**src/rtl/fios_pkg.sv**
```systemverilog
// Shared definitions for the FIOS operand memory: controller states and
// the operand/result memory map.
package fios_pkg;

   typedef enum logic [1:0] {
      ST_IDLE = 2'd0,
      ST_LOAD = 2'd1,
      ST_READ = 2'd2,
      ST_DONE = 2'd3
   } fios_state_e;

   localparam int FIOS_S         = 16;
   localparam int N_BASE         = 0;
   localparam int NP0_ADDR       = FIOS_S;
   localparam int X_BASE         = FIOS_S + 1;
   localparam int Y_BASE         = 2 * FIOS_S + 1;
   localparam int OUT_FIFO_DEPTH = 4;

   // Map offsets for an arbitrary operand size s
   function automatic int np0_addr_f(input int s);
      return s;
   endfunction

   function automatic int x_base_f(input int s);
      return s + 1;
   endfunction

   function automatic int y_base_f(input int s);
      return 2 * s + 1;
   endfunction

   // n, n_prime_0, X and Y are streamed in as one contiguous block
   function automatic int load_words_f(input int s);
      return y_base_f(s) + s;
   endfunction

endpackage

```
**src/rtl/sync_fifo.sv**
```systemverilog
// Small synchronous FIFO; head word is visible whenever the FIFO is not empty.
module sync_fifo #(
   parameter int WIDTH = 32,
   parameter int DEPTH = 4
) (
   input  logic                         clk,
   input  logic                         rst,
   input  logic                         push,
   input  logic [WIDTH-1:0]             push_data,
   input  logic                         pop,
   output logic [WIDTH-1:0]             head,
   output logic                         empty,
   output logic                         full,
   output logic [$clog2(DEPTH+1)-1:0]   count
);

   localparam int PTR_W = $clog2(DEPTH);
   localparam int OCC_W = $clog2(DEPTH + 1);

   logic [WIDTH-1:0] store_r [DEPTH];
   logic [PTR_W-1:0] wr_ptr_r;
   logic [PTR_W-1:0] rd_ptr_r;
   logic [OCC_W-1:0] count_r;
   logic             do_push_s;
   logic             do_pop_s;

   function automatic logic [PTR_W-1:0] ptr_inc(input logic [PTR_W-1:0] p);
      if (p == PTR_W'(DEPTH - 1)) begin
         return {PTR_W{1'b0}};
      end else begin
         return p + PTR_W'(1);
      end
   endfunction

   // Qualify requests against current occupancy
   always_comb begin
      do_push_s = 1'b0;
      do_pop_s  = 1'b0;
      if (push && (count_r != OCC_W'(DEPTH))) begin
         do_push_s = 1'b1;
      end else begin
         do_push_s = 1'b0;
      end
      if (pop && (count_r != {OCC_W{1'b0}})) begin
         do_pop_s = 1'b1;
      end else begin
         do_pop_s = 1'b0;
      end
   end

   // Storage, pointers and occupancy
   always_ff @(posedge clk) begin
      if (rst) begin
         for (int i = 0; i < DEPTH; i++) begin
            store_r[i] <= {WIDTH{1'b0}};
         end
         wr_ptr_r <= {PTR_W{1'b0}};
         rd_ptr_r <= {PTR_W{1'b0}};
         count_r  <= {OCC_W{1'b0}};
      end else begin
         if (do_push_s) begin
            store_r[wr_ptr_r] <= push_data;
            wr_ptr_r          <= ptr_inc(wr_ptr_r);
         end
         if (do_pop_s) begin
            rd_ptr_r <= ptr_inc(rd_ptr_r);
         end
         case ({do_push_s, do_pop_s})
            2'b10:   count_r <= count_r + OCC_W'(1);
            2'b01:   count_r <= count_r - OCC_W'(1);
            default: count_r <= count_r;
         endcase
      end
   end

   assign head  = store_r[rd_ptr_r];
   assign empty = (count_r == {OCC_W{1'b0}});
   assign full  = (count_r == OCC_W'(DEPTH));
   assign count = count_r;

endmodule

```
**src/rtl/operand_bram.sv**
```systemverilog
// Single-port operand/result memory shared by the Montgomery core and a host
// streaming loader/unloader; the core always wins the port.
module operand_bram
   import fios_pkg::*;
#(
   parameter int s = 16
) (
   input  logic                       clock_i,
   input  logic                       reset_i,
   input  logic                       BRAM_en_i,
   input  logic                       BRAM_we_i,
   input  logic [$clog2(4*s)-1:0]     BRAM_addr_i,
   input  logic [16:0]                BRAM_din_i,
   output logic [31:0]                BRAM_dout_o,
   input  logic                       host_start_i,
   input  logic                       host_mode_i,
   output logic                       host_busy_o,
   output logic                       host_done_o,
   input  logic [31:0]                host_wdata_i,
   input  logic                       host_wvalid_i,
   output logic                       host_wready_o,
   output logic [31:0]                host_rdata_o,
   output logic                       host_rvalid_o,
   input  logic                       host_rready_i
);

   localparam int DEPTH      = 4 * s;
   localparam int ADDR_W     = $clog2(4 * s);
   localparam int CNT_W      = ADDR_W + 1;
   localparam int OCC_W      = $clog2(OUT_FIFO_DEPTH + 1);
   localparam int OCC_W1     = OCC_W + 1;
   localparam int LOAD_WORDS = load_words_f(s);

   localparam logic [CNT_W-1:0]  LOAD_LAST  = CNT_W'(N_BASE + LOAD_WORDS - 1);
   localparam logic [CNT_W-1:0]  RES_WORDS  = CNT_W'(s);
   localparam logic [CNT_W-1:0]  RES_LAST   = CNT_W'(s - 1);
   localparam logic [OCC_W1-1:0] FIFO_LIMIT = OCC_W1'(OUT_FIFO_DEPTH);

   fios_state_e       state_r;
   fios_state_e       state_nx_s;
   logic [CNT_W-1:0]  cnt_r;
   logic [CNT_W-1:0]  hs_cnt_r;
   logic [31:0]       mem_r [DEPTH];
   logic [31:0]       rd_q_r;
   logic [31:0]       dout_r;
   logic              core_rd_v_r;
   logic              host_rd_v_r;
   logic [OCC_W-1:0]  outst_r;
   logic [OCC_W-1:0]  fifo_count_s;
   logic [OCC_W1-1:0] inflight_s;
   logic [31:0]       fifo_head_s;
   logic              fifo_empty_s;
   logic              fifo_full_s;
   logic              wready_s;
   logic              host_wr_s;
   logic              host_rd_s;
   logic              core_rd_s;
   logic              pop_s;
   logic [ADDR_W-1:0] acc_addr_s;
   logic              acc_we_s;
   logic [31:0]       acc_wdata_s;

   // Port arbitration and host handshakes
   always_comb begin
      wready_s    = 1'b0;
      host_wr_s   = 1'b0;
      host_rd_s   = 1'b0;
      core_rd_s   = 1'b0;
      pop_s       = 1'b0;
      acc_addr_s  = {ADDR_W{1'b0}};
      acc_we_s    = 1'b0;
      acc_wdata_s = 32'd0;
      inflight_s  = {1'b0, outst_r} + {1'b0, fifo_count_s};

      if (state_r == ST_LOAD) begin
         wready_s = !BRAM_en_i;
      end else begin
         wready_s = 1'b0;
      end
      host_wr_s = wready_s && host_wvalid_i;

      // Reads are only issued when a FIFO slot is guaranteed for the data
      if ((state_r == ST_READ) && !BRAM_en_i && (cnt_r < RES_WORDS) &&
          (inflight_s < FIFO_LIMIT) && !fifo_full_s) begin
         host_rd_s = 1'b1;
      end else begin
         host_rd_s = 1'b0;
      end

      core_rd_s = BRAM_en_i && !BRAM_we_i;
      pop_s     = !fifo_empty_s && host_rready_i;

      if (BRAM_en_i) begin
         acc_addr_s  = BRAM_addr_i;
         acc_we_s    = BRAM_we_i;
         acc_wdata_s = {15'd0, BRAM_din_i};
      end else begin
         acc_addr_s  = cnt_r[ADDR_W-1:0] + ADDR_W'(N_BASE);
         acc_we_s    = host_wr_s;
         acc_wdata_s = host_wdata_i;
      end
   end

   // Memory array and its read register; contents survive reset
   always_ff @(posedge clock_i) begin
      if (acc_we_s) begin
         mem_r[acc_addr_s] <= acc_wdata_s;
      end else if (core_rd_s || host_rd_s) begin
         rd_q_r <= mem_r[acc_addr_s];
      end
   end

   // Read pipeline tags, core output register and in-flight host reads
   always_ff @(posedge clock_i) begin
      if (reset_i) begin
         core_rd_v_r <= 1'b0;
         host_rd_v_r <= 1'b0;
         dout_r      <= 32'd0;
         outst_r     <= {OCC_W{1'b0}};
      end else begin
         core_rd_v_r <= core_rd_s;
         host_rd_v_r <= host_rd_s;
         if (core_rd_v_r) begin
            dout_r <= rd_q_r;
         end
         case ({host_rd_s, host_rd_v_r})
            2'b10:   outst_r <= outst_r + OCC_W'(1);
            2'b01:   outst_r <= outst_r - OCC_W'(1);
            default: outst_r <= outst_r;
         endcase
      end
   end

   // Controller state and word counters
   always_ff @(posedge clock_i) begin
      if (reset_i) begin
         state_r  <= ST_IDLE;
         cnt_r    <= {CNT_W{1'b0}};
         hs_cnt_r <= {CNT_W{1'b0}};
      end else begin
         state_r <= state_nx_s;
         case (state_r)
            ST_IDLE: begin
               if (host_start_i) begin
                  cnt_r    <= {CNT_W{1'b0}};
                  hs_cnt_r <= {CNT_W{1'b0}};
               end
            end
            ST_LOAD: begin
               if (host_wr_s) begin
                  cnt_r <= cnt_r + CNT_W'(1);
               end
            end
            ST_READ: begin
               if (host_rd_s) begin
                  cnt_r <= cnt_r + CNT_W'(1);
               end
               if (pop_s) begin
                  hs_cnt_r <= hs_cnt_r + CNT_W'(1);
               end
            end
            default: begin
               cnt_r    <= cnt_r;
               hs_cnt_r <= hs_cnt_r;
            end
         endcase
      end
   end

   // Next-state decode
   always_comb begin
      state_nx_s = state_r;
      case (state_r)
         ST_IDLE: begin
            if (host_start_i) begin
               state_nx_s = host_mode_i ? ST_READ : ST_LOAD;
            end else begin
               state_nx_s = ST_IDLE;
            end
         end
         ST_LOAD: begin
            if (host_wr_s && (cnt_r == LOAD_LAST)) begin
               state_nx_s = ST_DONE;
            end else begin
               state_nx_s = ST_LOAD;
            end
         end
         ST_READ: begin
            if (pop_s && (hs_cnt_r == RES_LAST)) begin
               state_nx_s = ST_DONE;
            end else begin
               state_nx_s = ST_READ;
            end
         end
         ST_DONE: state_nx_s = ST_IDLE;
         default: state_nx_s = ST_IDLE;
      endcase
   end

   sync_fifo #(
      .WIDTH (32),
      .DEPTH (OUT_FIFO_DEPTH)
   ) u_out_fifo (
      .clk       (clock_i),
      .rst       (reset_i),
      .push      (host_rd_v_r),
      .push_data (rd_q_r),
      .pop       (pop_s),
      .head      (fifo_head_s),
      .empty     (fifo_empty_s),
      .full      (fifo_full_s),
      .count     (fifo_count_s)
   );

   assign BRAM_dout_o   = dout_r;
   assign host_wready_o = wready_s;
   assign host_rvalid_o = !fifo_empty_s;
   assign host_rdata_o  = fifo_head_s;
   assign host_busy_o   = (state_r == ST_LOAD) || (state_r == ST_READ);
   assign host_done_o   = (state_r == ST_DONE);

endmodule

```
**config.mk**
```make
export PLATFORM = sky130hd
export DESIGN_NAME = operand_bram
export DESIGN_NICKNAME = d
export VERILOG_FILES = /design/src/rtl/fios_pkg.sv /design/src/rtl/sync_fifo.sv /design/src/rtl/operand_bram.sv
export SDC_FILE = /design/constraint.sdc
export NUM_CORES = 2
export LEC_CHECK = 0
export CAP_MARGIN = 30
export CORE_MARGIN = 5
export CORE_UTILIZATION = 45
export DETAILED_ROUTE_END_ITERATION = 8
export GPL_ROUTABILITY_DRIVEN = 0
export PLACE_DENSITY = 0.65
export REMOVE_ABC_BUFFERS = 1
export SYNTH_ARGS = -nofsm -noshare
export SYNTH_HDL_FRONTEND = slang
export SYNTH_SLANG_ARGS = --single-unit
```
**constraint.sdc**
```tcl
create_clock -name clock_i -period 12.9 [get_ports clock_i]
set_input_delay 1.29 -clock clock_i [delete_from_list [all_inputs] [get_ports clock_i]]
set_output_delay 1.29 -clock clock_i [all_outputs]
set_load 0.05 [all_outputs]
```
Word level (Yosys, flattened, before mapping):

Memory sizes are Yosys's and may differ from the RTL's. A register that Yosys moved wholly into a read port is not among the register bits.
Index checks and enable logic that the tools add are counted.

* input port bits: 63
* memories: 2
* output and inout port bits: 68
* memory bits (writable): 2176
* register bits after elaboration: 60

* order comparisons: 2
* reduce and logical (&&, ||, !) cells: 28
* eq/ne operators: 17
* bitwise logic cells: 1
* $add $sub $neg: 9
* multiplexer cells: 34

Memory list
* mem_r: depth 64, bits a word 32, rd ports 1, clocked after Yosys merged registers in 1, wr ports 1, line operand_bram.sv:43 `logic [31:0] mem_r [DEPTH];`
* u_out_fifo.store_r: depth 4, bits a word 32, rd ports 1, clocked after Yosys merged registers in 1, wr ports 4, line sync_fifo.sv:20 `logic [WIDTH-1:0] store_r [DEPTH];`

Operator list (count)
* 32-bit 2-to-1 mux: 2
* 32-bit OR reduction: 1
* 7-bit 2-to-1 mux: 4
* 7-bit case mux with 3 select lines: 1
* 2-bit 2-to-1 mux: 8
* 7-bit by 1-bit adder with 7-bit output, second input constant: 2
* 1-bit 2-to-1 mux: 14
* 7-bit case mux with 2 select lines: 1
* 2-bit equality test, second input constant: 6
* 3-bit case mux with 2 select lines: 2
* 1-bit logical AND: 11
* 2-bit inequality test, second input constant: 4
* 2-bit case mux with 4 select lines: 1
* 7-bit by 4-bit equality test with 1-bit output, second input constant: 1
* 7-bit by 6-bit equality test with 1-bit output, second input constant: 1
* 7-bit by 5-bit less-than comparator with 1-bit output, second input constant: 1
* 3-bit by 1-bit adder with 3-bit output, second input constant: 2
* 2-bit by 1-bit equality test with 1-bit output, second input constant: 3
* 6-bit 2-to-1 mux: 1
* 2-bit nonzero test: 3
* 3-bit nonzero test: 2
* 3-bit by 1-bit subtractor with 3-bit output, second input constant: 2
* 2-bit by 1-bit adder with 2-bit output, second input constant: 2
* 3-bit by 3-bit adder with 4-bit output: 1
* other kinds (11): 15

Logic depth before layout (Yosys ltp):

* word-level depth: 8
* depth in mapped cells: 12
* gate-level depth less buffers: 10

Modules after synthesis:

A second synthesis with hierarchy kept.

* cells, all modules: 4519
* area, all modules: 83660.2 um^2

By module, submodules not included
* operand_bram: instances 1, area an instance 77608.2 um^2, cells an instance 4159, sequential area each 63520.9 um^2
* sync_fifo: instances 1, area an instance 6052.1 um^2, cells an instance 360, sequential area each 4023.9 um^2

Worst setup path after synthesis:

OpenSTA, ideal clock, no wires.

* kind: input to register
* start point: input BRAM_en_i
* end point: memory mem_r[40][0] (enable)
* path slack: 7.024 ns
* library setup time: 0.461 ns
* data arrival time: 5.415 ns
* stages on the path: 8
* required time: 12.439 ns
* cell sequence: buf_6 buf_4 buf_4 nor2b_1 a22oi_1 clkbuf_1 clkbuf_1 nor3_1

* cells in the longest elaborated chain, start to end: 6

Ends and longest elaborated chain
* from (decl): line operand_bram.sv:10 `input logic BRAM_en_i,`
* 1-bit logical NOT: line operand_bram.sv:76 `wready_s = !BRAM_en_i;`
* 1-bit 2-to-1 mux: line operand_bram.sv:75 `if (state_r == ST_LOAD) begin`
* named net host_wready_o: line operand_bram.sv:21 `output logic host_wready_o,`
* 1-bit logical AND: line operand_bram.sv:80 `host_wr_s = wready_s && host_wvalid_i;`
* 1-bit 2-to-1 mux: line operand_bram.sv:93 `if (BRAM_en_i) begin`
* 1-bit 2-to-1 mux: line operand_bram.sv:106 `if (acc_we_s) begin`
* 1-bit 2-to-1 mux (not written as such): line operand_bram.sv:107 `mem_r[acc_addr_s] <= acc_wdata_s;`
* to (decl): line operand_bram.sv:43

The timed path passes the listed nets, and every way through them passes these cells.

Worst setup path after layout:

* start point: input BRAM_en_i
* end point: register rd_q_r[17] (read register of mem_r) (data pin)

* cells in the longest elaborated chain, start to end: 8

Ends and longest elaborated chain
* 1-bit logical NOT: line operand_bram.sv:76, operand_bram.sv:83
* 1-bit logical AND (3 in a row): line operand_bram.sv:83 `if ((state_r == ST_READ) && !BRAM_en_i && (cnt_r < RES_WORDS) &&`
* 1-bit logical AND: line operand_bram.sv:84 `(inflight_s < FIFO_LIMIT) && !fifo_full_s) begin`
* 1-bit 2-to-1 mux: line operand_bram.sv:83
* 1-bit logical OR: line operand_bram.sv:108 `end else if (core_rd_s || host_rd_s) begin`
* 2-bit AND reduction (no source line)
* to (decl): line operand_bram.sv:44 `logic [31:0] rd_q_r;`

Parallel ways exist; a longest one is shown, timed or not.
A chain may end at the register's enable or synchronous reset.

==> impl_metrics.toml <==
[outcome]
status = "finished with violations"
violations = "design-rule violations"

[drt]
drt_wl_total_mm = 252
drc_errors = 4
avgRoutedWirePerCell_um = 35.4
vias = 47740
drt_pass1_iterations = 9
drtAntennaViolNets = 0
via_per_inst = 6.72
drtIter0Drc = 10181

[final_layout]
area_delta_synth_final_pct = 14.3
stdcell_count = 7103
post-route-util_pct = 51.6
layout.nets = 4615
layout-drive-gt1-share_pct = 13.4
final_area_um2 = 94300

[sta]
rsz0062_at_grt = "no"
post-route-period-util_pct = 40.4
finalHoldViolations = 0
tns_ns = 0
worst_hold_slack_ns = 0.479
period_minus_slack_ns = 5.22
slew_violations = 0
max_freq_mhz = 192
fin_worst_skew_ns = 0.0380
timing.final.ws_setup_ns = 7.68
worst_slew_pin_slew_ns = 1.02
setup_violations = 0
slew_headroom_pct = 31.0

[clock_network]
clkLatencyLatePin_ns = 0.85
root_buffer = "clkbuf_16"
ctsLongestPathBuffers = 3
clk_pin_slew_ns = 0.07
numCtsBuffers = 209
h-tree-depth = 4
clock-sinks = 2270
cts_tree = "built"
cts_hold_buf = 0
cts_resized = 0
post-cts-setup-buffer-count = 0

[grt]
antenna_found_initial = 10
grt.total_usage_pct = 25.6
first_global_vias = 44923
grt-ovfl-total = 0
grt_max_degree = 111
grt_pass1_wl_mm = 348

[logic_synthesis]
ys_top_cells_by_area = "edfxtp_1, a222oi_1, a22oi_1, dfxtp_1, mux2i_1"
synth.yosys.seq_area_share_pct = 81.9
yosysTopAreaCellShare_pct = 80.4
synth_seq_cells = 2270
async_flop_share_pct = 0
syn-instance-count = 4319
synth_ff_type = "edfxtp_1"
synth_area_um2 = 82500
ys_types = 59
yosys_warnings = 0
yosysMostFrequentCell = "edfxtp_1"
yosysTopAreaCell = "edfxtp_1"
ys_top_cells_by_count = "edfxtp_1, a222oi_1, a22oi_1"
postSynthAreaPerCell_um2 = 19.1
synth-edff-count = 2208

[die]
std_cell_rows = 157
initial_utilization_pct = 45.1
die_h_um = 438
ios = 131
dieWidth_um = 438
die_area_um2 = 192000
core_area_um2 = 183000

[run]
drv_cap = 0

[setup_path]
startpoint_type = "input port"
required_ns = 13.49
endpoint_kind = "flip-flop"
cp_max_fo = 46
criticalPathCategory = "input port to flip-flop"
crit_arrival_ns = 5.81

[power]
p_per_area_nw_per_um2 = 161
ir_drop_mv = 0.146
power_leakage_nw = 29.3
p_total_mw = 15.2

[place]
io_buffers = 130
dp.cells = 6706
hpwlAfterDp_mm = 131
place_area_um2 = 87500
detailedPlace.worstSlack_ns = 6.95

[hold_path]
min_path_type = "flip-flop to flip-flop"
path summary, 6_finish.rpt:
path                                             start  slack (ns)  depth (start not counted)    endpoint
worst max-delay path                         BRAM_en_i        7.68                         10  rd_q_r[17]
worst min-delay path            u_out_fifo.rd_ptr_r[1]        0.48                          2   flip-flop
worst max register to register                cnt_r[2]        8.56                          8  rd_q_r[13]
worst min register to register  u_out_fifo.rd_ptr_r[1]        0.48                          2   flip-flop
layer usage:
layer	part of all wire (%)	global-route usage, %
met5	0.073	0.680
met4	4.3	10.0
met3	16	8.14
met2	44	37.9
met1	36	35.3
where the power goes:
part | total, mW | internal [mW] | switching (mW)
Combinational | 0.936 | 0.262 | 0.674
Sequential | 8.25 | 8.18 | 0.0717
Clock | 6.04 | 3.35 | 2.69
cell families (layout without fill, tap and decap cells):
logic type               count (synthesis)  after routing  share of synthesized area, %
AND/OR/NAND/NOR                        508            508                          3.36
multiplexers                           157            157                          2.42
AO/OA/AOI/OAI                         1038           1038                          10.3
buffers and inverters                  316            712                          1.58
XOR/XNOR                                13             13                         0.138
adder cells (fa/ha/maj)                 17             17                         0.276
other                                    0              3                             0
flip-flops                            2270           2270                          81.9
final cells by class:
cell class | count | area (µm²)
flip-flops and latches | 2270 | 67500
clock buffers | 256 | 5450
well taps | 2385 | 2980
fillers | 14280 | 88400
repair buffers | 308 | 2790
diodes | 3 | 7.51
multi-input cells | 1733 | 14200
clock inverters | 135 | 1230
inverters | 13 | 48.8
registers in the layout, indices dropped and copies added, names as in the netlist, named ones only:
signal,cells
u_out_fifo.store_r,128
core_rd_v_r,1
u_out_fifo.count,3
host_rd_v_r,1
state_r,2
BRAM_dout_o,32
cnt_r,7
hs_cnt_r,7
u_out_fifo.rd_ptr_r,2
u_out_fifo.wr_ptr_r,2
rd_q_r,32
mem_r,2048
outst_r,3
placed cells by master, fill, tap and decap left out, drive strengths merged, types with 3 or more instances in the layout:
master	n
dfxtp	62
nor3	57
clkinvlp	7
mux4	32
mux2i	107
a31oi	165
mux2	18
nand3	78
a31o	6
a222oi	474
nor4b	5
clkbuf	256
diode	3
nor4	12
nand2b	5
or3	6
nand4	32
and2	131
a22oi	241
a21oi	83
edfxtp	2208
ha	15
nor2	101
o22ai	34
o21ai	19
nand3b	3
nor2b	18
clkdlybuf4s50	128
xor2	7
nand2	25
bufinv	17
inv	20
xnor2	6
buf	180
and3	4
a2bb2oi	5
clkinv	104
or2	8
or4	10
worst max-delay path, stage by stage:
cell and delay, ns:
buf_4 0.38, buf_4 0.64, and4bb_2 0.32, or2_4 0.46, buf_4 0.46, buf_4 0.47, a222oi_1 0.44, a31oi_1 0.13
or4_1 0.55, or4_1 0.52
(Power assumes the default switching activity.)
